--- src/rtl/uart_tx_word_scheduler_pkg.sv ---
// Shared definitions for the UART TX word scheduler.
// - state_t : FSM state encoding (3-bit).
// - nbytes_of() : bytes per word for a given word width. The byte counter
//   width CNT_W must satisfy 2**CNT_W >= nbytes_of(N).
package uart_tx_word_scheduler_pkg;

  typedef enum logic [2:0] {
    ST_IDLE       = 3'd0,
    ST_ISSUE      = 3'd1,
    ST_WAIT_START = 3'd2,
    ST_WAIT_DONE  = 3'd3,
    ST_DONE       = 3'd4
  } state_t;

  // Number of bytes in an n-bit word (n is a multiple of 8).
  function automatic int nbytes_of(input int n);
    return n / 8;
  endfunction

endpackage

--- src/rtl/uart_tx_word_scheduler_rr_arbiter2.sv ---
// Two-way round-robin arbiter.
// Ports:
//   clk, rst_n          clock, async active-low reset
//   i_req0_valid/1      request lines
//   i_enable            grants are only issued while high
//   i_ptr_upd           load the priority pointer with i_ptr_next
//   i_ptr_next          next priority holder
//   o_gnt0/o_gnt1       one-hot (or zero) grant
module rr_arbiter2
  import uart_tx_word_scheduler_pkg::*;
(
  input  logic clk,
  input  logic rst_n,
  input  logic i_req0_valid,
  input  logic i_req1_valid,
  input  logic i_enable,
  input  logic i_ptr_upd,
  input  logic i_ptr_next,
  output logic o_gnt0,
  output logic o_gnt1
);

  logic r_ptr;

  // Priority pointer: which requester wins when both are valid.
  always_ff @(posedge clk or negedge rst_n) begin
    if (!rst_n) begin
      r_ptr <= 1'b0;
    end else if (i_ptr_upd) begin
      r_ptr <= i_ptr_next;
    end else begin
      r_ptr <= r_ptr;
    end
  end

  // Grant: a lone requester always wins; on contention r_ptr decides.
  always_comb begin
    o_gnt0 = i_enable & i_req0_valid & (~i_req1_valid | ~r_ptr);
    o_gnt1 = i_enable & i_req1_valid & (~i_req0_valid |  r_ptr);
  end

endmodule

--- src/rtl/uart_tx_word_scheduler.sv ---
// Shares one UART byte transmitter between two N-bit word producers.
// Words are granted round-robin and sent MSB byte first; each byte waits
// for the transmitter busy flag to rise and fall before the next is issued.
// Ports:
//   clk, rst_n                 clock, async active-low reset
//   i_reqX_valid/i_reqX_data   word offer from requester X
//   o_reqX_ready               one-cycle pulse: word X was captured
//   i_is_transmitting          UART TX busy flag
//   o_tx_byte/o_tx_valid       byte and one-cycle strobe to the UART
//   o_busy                     word in flight
//   o_grant_id                 owner of the current word
module uart_tx_word_scheduler
  import uart_tx_word_scheduler_pkg::*;
#(
  parameter int N             = 16,
  parameter int CNT_W         = 2,
  parameter int START_TIMEOUT = 15
) (
  input  logic         clk,
  input  logic         rst_n,
  input  logic         i_req0_valid,
  input  logic [N-1:0] i_req0_data,
  output logic         o_req0_ready,
  input  logic         i_req1_valid,
  input  logic [N-1:0] i_req1_data,
  output logic         o_req1_ready,
  input  logic         i_is_transmitting,
  output logic [7:0]   o_tx_byte,
  output logic         o_tx_valid,
  output logic         o_busy,
  output logic         o_grant_id
);

  localparam int NBYTES = nbytes_of(N);
  localparam int TO_W   = (START_TIMEOUT < 1) ? 1 : $clog2(START_TIMEOUT + 1);

  state_t           r_state;
  state_t           w_state_nxt;
  logic [N-1:0]     r_shift;
  logic [CNT_W-1:0] r_cnt;
  logic             r_last;
  logic [TO_W-1:0]  r_to;
  logic             r_tx_valid;
  logic [7:0]       r_tx_byte;
  logic             r_ready0;
  logic             r_ready1;
  logic             r_busy;
  logic             r_grant;

  logic w_enable;
  logic w_gnt0;
  logic w_gnt1;
  logic w_capture;
  logic w_issue;
  logic w_accept;
  logic w_finish;
  logic w_done;

  // Never start a word while the UART is still busy with someone else's byte.
  assign w_enable = (r_state == ST_IDLE) && !i_is_transmitting;

  rr_arbiter2 u_arb (
    .clk          (clk),
    .rst_n        (rst_n),
    .i_req0_valid (i_req0_valid),
    .i_req1_valid (i_req1_valid),
    .i_enable     (w_enable),
    .i_ptr_upd    (w_done),
    .i_ptr_next   (~r_grant),
    .o_gnt0       (w_gnt0),
    .o_gnt1       (w_gnt1)
  );

  // FSM state register.
  always_ff @(posedge clk or negedge rst_n) begin
    if (!rst_n) begin
      r_state <= ST_IDLE;
    end else begin
      r_state <= w_state_nxt;
    end
  end

  // FSM next-state and per-cycle action strobes.
  always_comb begin
    w_state_nxt = r_state;
    w_capture   = 1'b0;
    w_issue     = 1'b0;
    w_accept    = 1'b0;
    w_finish    = 1'b0;
    w_done      = 1'b0;
    case (r_state)
      ST_IDLE: begin
        if (w_gnt0 || w_gnt1) begin
          w_capture   = 1'b1;
          w_state_nxt = ST_ISSUE;
        end else begin
          w_state_nxt = ST_IDLE;
        end
      end
      ST_ISSUE: begin
        w_issue     = 1'b1;
        w_state_nxt = ST_WAIT_START;
      end
      ST_WAIT_START: begin
        // A rise coinciding with the strobe is seen here one cycle later,
        // so it counts as a start rather than a timeout.
        if (i_is_transmitting) begin
          w_accept    = 1'b1;
          w_state_nxt = ST_WAIT_DONE;
        end else if (r_to == TO_W'(START_TIMEOUT)) begin
          w_state_nxt = ST_ISSUE;
        end else begin
          w_state_nxt = ST_WAIT_START;
        end
      end
      ST_WAIT_DONE: begin
        if (!i_is_transmitting) begin
          if (r_last) begin
            w_finish    = 1'b1;
            w_state_nxt = ST_DONE;
          end else begin
            w_state_nxt = ST_ISSUE;
          end
        end else begin
          w_state_nxt = ST_WAIT_DONE;
        end
      end
      ST_DONE: begin
        w_done      = 1'b1;
        w_state_nxt = ST_IDLE;
      end
      default: begin
        w_state_nxt = ST_IDLE;
      end
    endcase
  end

  // Datapath: word capture, byte shifting, counters and registered outputs.
  always_ff @(posedge clk or negedge rst_n) begin
    if (!rst_n) begin
      r_shift    <= '0;
      r_cnt      <= '0;
      r_last     <= 1'b0;
      r_to       <= '0;
      r_tx_valid <= 1'b0;
      r_tx_byte  <= 8'h00;
      r_ready0   <= 1'b0;
      r_ready1   <= 1'b0;
      r_busy     <= 1'b0;
      r_grant    <= 1'b0;
    end else begin
      r_ready0   <= w_capture & w_gnt0;
      r_ready1   <= w_capture & w_gnt1;
      r_tx_valid <= w_issue;
      if (w_issue) begin
        r_tx_byte <= r_shift[N-1 -: 8];
      end
      if (w_capture) begin
        r_shift <= w_gnt0 ? i_req0_data : i_req1_data;
        r_grant <= w_gnt1;
        r_busy  <= 1'b1;
        r_cnt   <= '0;
        r_last  <= 1'b0;
      end else if (w_accept) begin
        // r_last is latched here so the counter may equal 2**CNT_W at the end.
        r_shift <= r_shift << 8;
        r_cnt   <= r_cnt + 1'b1;
        r_last  <= (r_cnt == CNT_W'(NBYTES - 1));
      end
      if (w_issue) begin
        r_to <= '0;
      end else if (r_state == ST_WAIT_START) begin
        r_to <= r_to + 1'b1;
      end
      if (w_finish) begin
        r_busy <= 1'b0;
      end
    end
  end

  assign o_req0_ready = r_ready0;
  assign o_req1_ready = r_ready1;
  assign o_tx_byte    = r_tx_byte;
  assign o_tx_valid   = r_tx_valid;
  assign o_busy       = r_busy;
  assign o_grant_id   = r_grant;

endmodule

--- config.mk ---
export PLATFORM = sky130hd
export DESIGN_NAME = uart_tx_word_scheduler
export DESIGN_NICKNAME = d
export VERILOG_FILES = /design/src/rtl/uart_tx_word_scheduler_pkg.sv /design/src/rtl/uart_tx_word_scheduler_rr_arbiter2.sv /design/src/rtl/uart_tx_word_scheduler.sv
export SDC_FILE = /design/constraint.sdc
export NUM_CORES = 1
export LEC_CHECK = 0
export ABC_AREA = 1
export BUFFER_PORTS_ARGS = -buffer_cell sky130_fd_sc_hd__buf_2
export CAP_MARGIN = 40
export CORE_MARGIN = 1.5
export CORE_UTILIZATION = 53
export DETAILED_ROUTE_END_ITERATION = 16
export PLACE_DENSITY = 0.78
export SYNTH_ARGS = -nofsm -noshare
export SYNTH_HDL_FRONTEND = slang
export SYNTH_HIERARCHICAL = 1
export SYNTH_SLANG_ARGS = --single-unit
--- constraint.sdc ---
create_clock -name clk -period 2.65 [get_ports clk]
set_input_delay 0.53 -clock clk [delete_from_list [all_inputs] [get_ports clk]]
set_output_delay 0.53 -clock clk [all_outputs]
set_load 0.05 [all_outputs]
Yosys cells after proc, flatten, opt, wreduce, memory -nomap -nowiden
Cells that the tools add are included.
{ "word_totals": {"wordCells": 65, "regBits": 40, "input_bits": 37, "output_inout_bits": 13} }
{ "classes": {"bitwise_logic": 12, "addsub": 2, "muxes": 26, "n_eq_ne": 6, "n_reduce_logical": 7} }
{ "ops": {"columns": ["operator", "n"], "rows": [
  ["$mux W16", 3],
  ["$mux W1", 14],
  ["$pmux W3 S4", 1],
  ["$mux W2", 4],
  ["$mux W4", 2],
  ["$and A1 B1 Y1", 6],
  ["$eq A3 B2 Y1 const B", 2],
  ["$mux W3", 2],
  ["$reduce_bool A2 Y1", 3],
  ["$add A4 B1 Y4 const B", 1],
  ["$eq A4 B4 Y1 const B", 1],
  ["$not A1 Y1", 4],
  ["$eq A3 B1 Y1 const B", 1],
  ["$eq A3 B3 Y1 const B", 1],
  ["$logic_not A3 Y1", 1],
  ["$add A2 B1 Y2 const B", 1],
  ["$eq A2 B1 Y1 const B", 1],
  ["$or A1 B1 Y1", 2],
  ["$logic_and A1 B1 Y1", 1],
  ["$logic_not A1 Y1", 1],
  ["$logic_or A1 B1 Y1", 1]
]} }

Depth between registers and ports, before layout
{ "logic_depth": {"ltp_word": 9, "mapped_depth": 13, "depth_no_buf": 11} }

By module
Netlist, hierarchy kept.
{ "modules_own_cells": {"columns": ["mod", "cells_per_inst", "area_per_inst_um2", "instances", "seq_area_each_um2"], "rows": [
  ["uart_tx_word_scheduler", 267, 1971.9, 1, 975.9],
  ["rr_arbiter2", 8, 55.1, 1, 25.0]
]} }

Worst setup path after synthesis
No wires, ideal clock.
{ "synth_path": {"kind": "register to register", "startpoint": "register r_state[1]", "endpoint": "register r_cnt[0]", "synth_period_minus_slack_ps": 1877, "setup_ps": 126, "required_ps": 2524, "setup_slack_ps": 773, "t_arrival_ps": 1751, "n_path_buf": 2, "path_stages_with_launch": 13, "path_cell_list": "dfrtp_1 -> nor2_1 -> nand2_1 -> nor2_1 -> nand2_1 -> a21oi_1 -> buf_4 -> inv_4 -> nand2_4 -> nand3_4 -> buf_4 -> nand3_1 -> o21ai_0"} }
{ "synth_via": {"elab_chain_len": 8, "word_cells_on_any_way": 13, "classes_between": "eq/ne: 1; mux: 4; bitwise: 4; reduce/logical: 4"} }
{ "synth_lines": {"columns": ["item", "line_no", "source"], "rows": [
  ["start: declaration", "uart_tx_word_scheduler.sv:37", "state_t r_state;"],
  ["start signal: assignment", "uart_tx_word_scheduler.sv:79", "r_state <= w_state_nxt;"],
  ["$logic_not A3 Y1 (*)", "uart_tx_word_scheduler.sv:60", "assign w_enable = (r_state == ST_IDLE) && !i_is_transmitting;"],
  ["$logic_and A1 B1 Y1 (*)", "uart_tx_word_scheduler.sv:60", null],
  ["net w_enable", "uart_tx_word_scheduler.sv:50", "logic w_enable;"],
  ["$and A1 B1 Y1 (*) (2 in a row)", "uart_tx_word_scheduler_rr_arbiter2.sv:38", "o_gnt0 = i_enable & i_req0_valid & (~i_req1_valid | ~r_ptr);"],
  ["net w_gnt0", "uart_tx_word_scheduler.sv:51", "logic w_gnt0;"],
  ["$logic_or A1 B1 Y1 (*)", "uart_tx_word_scheduler.sv:93", "if (w_gnt0 || w_gnt1) begin"],
  ["$mux W1 (*)", "uart_tx_word_scheduler.sv:93", null],
  ["$mux W1 (*)", "uart_tx_word_scheduler.sv:91", "case (r_state)"],
  ["$mux W2 / $reduce_bool A2 Y1 (equally long branches)", null, null],
  ["end signal: assignment", "uart_tx_word_scheduler.sv:167", "r_cnt <= r_cnt + 1'b1;"],
  ["end: declaration", "uart_tx_word_scheduler.sv:40", "logic [CNT_W-1:0] r_cnt;"]
]} }
The timed path passes the listed nets; every way through them passes the cells marked *.
A chain may end at the register's enable or synchronous reset.

Worst setup path after layout
{ "layout_path": {"startpoint": "register r_state[1]", "endpoint": "register r_shift[4]"} }
{ "layout_via": {"elab_chain_len": 8, "word_cells_on_any_way": 14, "classes_between": "eq/ne: 1; mux: 5; bitwise: 4; reduce/logical: 4"} }
{ "layout_lines": {"columns": ["item", "line_no", "source"], "rows": [
  ["$logic_not A3 Y1 (*)", "uart_tx_word_scheduler.sv:60", null],
  ["$logic_and A1 B1 Y1 (*)", "uart_tx_word_scheduler.sv:60", null],
  ["net w_enable", "uart_tx_word_scheduler.sv:50", null],
  ["$and A1 B1 Y1 (*) (2 in a row)", "uart_tx_word_scheduler_rr_arbiter2.sv:38", null],
  ["net w_gnt0", "uart_tx_word_scheduler.sv:51", null],
  ["$logic_or A1 B1 Y1", "uart_tx_word_scheduler.sv:93", null],
  ["$mux W1", "uart_tx_word_scheduler.sv:93", null],
  ["$mux W1", "uart_tx_word_scheduler.sv:91", null],
  ["$mux W16 / $reduce_bool A2 Y1 (equally long branches)", null, null],
  ["end signal: assignment", "uart_tx_word_scheduler.sv:159", "r_shift <= w_gnt0 ? i_req0_data : i_req1_data;"],
  ["end signal: assignment", "uart_tx_word_scheduler.sv:166", "r_shift <= r_shift << 8;"],
  ["end: declaration", "uart_tx_word_scheduler.sv:39", "logic [N-1:0] r_shift;"]
]} }
Marks and branches as above.

==> qor.yml <==
synthesis:
  synth_edf_count: 0
  yosysSeqAreaShare_pct: 49.4
  postSynthCellCount: 275
  synth_area_sq_mm: 0.00203
  synth-seq-cells: 40
  async_flop_share_pct: 100
  yosys_warnings: 6
  netlist_top_cells_area: "dfrtp_1, nand2_1, nand3_1"
  yosys.area.top_type: "dfrtp_1"
  yosysTopAreaCellShare_pct: 49.4
  syn-num-nets: 314
  ys_types: 18
  syn_avg_cell_area_sq_um: 7.37
  ys.flop_type: "dfrtp_1"
floorplan:
  boundaryPins: 50
  die-area_sq_mm: 0.00420
  rows: 22
  floorplan.initialDensity_pct: 55.4
  die_h_microns: 64.8
  fp.dieW_microns: 64.8
  core_area_sq_mm: 0.00366
power_and_ir_drop:
  switching_power_uw: 966
  power_leakage_uw: 0.00146
  p_seq_share_pct: 39.1
  power_frac_comb_pct: 39.9
  ir_drop_mv: 0.435
  swShare_pct: 41.5
  p_per_area_mw_per_mm2: 957
  p_int_uw: 1360
  clkPwrFrac_pct: 21.0
detailed_routing:
  drt_pass1_iterations: 4
  drc: 0
  initialDrtViolationCount: 104
  vias_per_cell: 4.68
  wl_per_cell_microns: 10.4
  postRouteAntennaNets: 0
  routed_wl_microns: 3880
  vias: 1755
placed_design:
  dp_hpwl_microns: 2920
  globalplace.congestion: 0.821
  io_buffers: 49
  placed_area_sq_mm: 0.00232
  dp_cells: 367
clocking:
  cts_repair_resize_count: 0
  clk_latency_ps: 300
  cts.sinks: 40
  hold_buffers: 0
  clk_path_buf_depth: 2
  cts_root_buf: "clkbuf_8"
  cts_tree: "built"
  cts-buffers-inserted: 5
  htreeDepth: 2
  clkTransAtPathRegs_ps: 70
  post_cts_buffers: 0
sta:
  final_max_slew_viol_count: 0
  whs_ps: 146
  relSlewSlack_pct: 64.3
  fin_crit_ps: 2350
  finalClockSkew_ps: 3.96
  finalSetupViolations: 0
  rsz0062_at_grt: "false"
  hold_viol: 0
  tightest_slew_ps: 534
  fmax_mhz: 425
  tns_ps: 0
  min_period_over_period_pct: 88.8
setup_path:
  critPathMaxFanout: 23
  crit_path_end_kind: "register"
  crit_arrival_ps: 2560
  start_kind: "register"
  criticalPathCategory: "register to register"
  worstPathRequired_ps: 2860
cells_and_area:
  n_antenna_cell: 0
  nets: 365
  syn2layout_area_growth_pct: 19.9
  num-fill-cells: 324
  final_cell_area_sq_mm: 0.00243
  final_core_util_pct: 66.4
  fin_cells: 375
  drive_above_1_share_pct: 20.2
run_status:
  status: "finished clean"
global_route:
  grt_pass1_wl_microns: 6800
  grtUsageTotal_pct: 21.1
  grt_pass1_vias: 1590
  antenna_found_initial: 0
  grt_start_max_net_pins: 26
  grt-ovfl-total: 0
min_path:
  hold_class: "input pin to async pin"
job:
  maxCapViolCount: 0
cells in the mapped netlist (3+ instances only):
cell type / n
nor2_1: 7
nand2_1: 115
o21ai_0: 12
dfrtp_1: 40
nand3_1: 36
buf_2: 5
o21ai_1: 4
a21oi_1: 3
inv_1: 38
inv_2: 3
power groups by stage:
| stage | sequential [uW] | combinational (uW) | clock (uW) |
|---|---|---|---|
| after floorplan | 1090 | 558 | 0 |
| after global placement | 915 | 912 | 0 |
| after detailed placement | 920 | 926 | 0 |
| after CTS | 910 | 932 | 497 |
| after global routing | 932 | 1060 | 524 |
| final | 910 | 927 | 488 |
cells in the final DEF, fill, tap and decap left out, types with 2 or more instances in the layout:
master / n
o21ai_1: 4
nor3_1: 2
dfrtp_1: 40
inv_2: 3
nand3_1: 36
nor2_1: 7
clkbuf_8: 5
buf_4: 2
nand2_1: 115
ha_1: 2
nand2_4: 2
buf_2: 49
a21oi_1: 3
o21ai_0: 12
inv_1: 38
worst max-delay path, cell delays in order (launching register included):
cell and delay (ps):
dfrtp_1 430, nor2_1 230, nand2_1 150, nor2_1 160, nand2_1 70, a21oi_1 260
inv_4 150, nand2_4 150, nand3_4 230, inv_1 270, nand2_1 70, o21ai_0 90
cell type report:
class	count	area, sq um	area share, %
Multi-Input combinational cell	185	815	33.5
Timing Repair Buffer	52	288	11.8
Clock inverter	2	35.0	1.44
Tap cell	48	60.1	2.47
Sequential cell	40	1000	41.2
Clock buffer	6	72.6	2.99
Inverter	42	160	6.59
registers in the layout, summed over array words and instances (netlist names):
name	flops
o_busy	1
o_grant_id	1
o_req0_ready	1
o_req1_ready	1
o_tx_byte	8
o_tx_valid	1
r_cnt	2
r_last	1
r_shift	16
r_state	3
r_to	4
u_arb/r_ptr	1
logic make-up after synthesis:
group | count (synthesis) | synth area share, %
AO/OA/AOI/OAI | 19 | 4.69
adder cells (fa/ha/maj) | 2 | 1.23
buffers and inverters | 50 | 10.4
flip-flops | 40 | 49.4
AND/OR/NAND/NOR | 164 | 34.3
metrics by stage:
stage                     setup slack (ps)  total power [uW]
final                                  296              2330
after global placement                 426              1830
after global routing                  1.78              2510
after CTS                              306              2340
after floorplan                        773              1640
after detailed placement               366              1850
worst paths after layout:
kind                             startpoint           end  slack [ps]  cells past startpoint
worst max-delay path             r_state[1]    r_shift[4]         300                     11
worst min-delay path                  rst_n       r_to[3]         150                      1
worst max register to register   r_state[1]    r_shift[4]         300                     11
worst min register to register  r_shift[12]  o_tx_byte[4]         470                      2
max in group asynchronous             rst_n  o_tx_byte[1]        2070                      2
min in group clk                r_shift[12]  o_tx_byte[4]         470                      2
per-layer routing:
metal / routed length [microns] / track usage, % / vias to the layer above
met2: 1700 / 33.2 / 46
li1: - / - / 948
met4: 95 / 11.2 / 0
met1: 1910 / 28.2 / 754
met3: 174 / 3.13 / 7
met5: 0 / 0 / -
(Power assumes the default switching activity.)
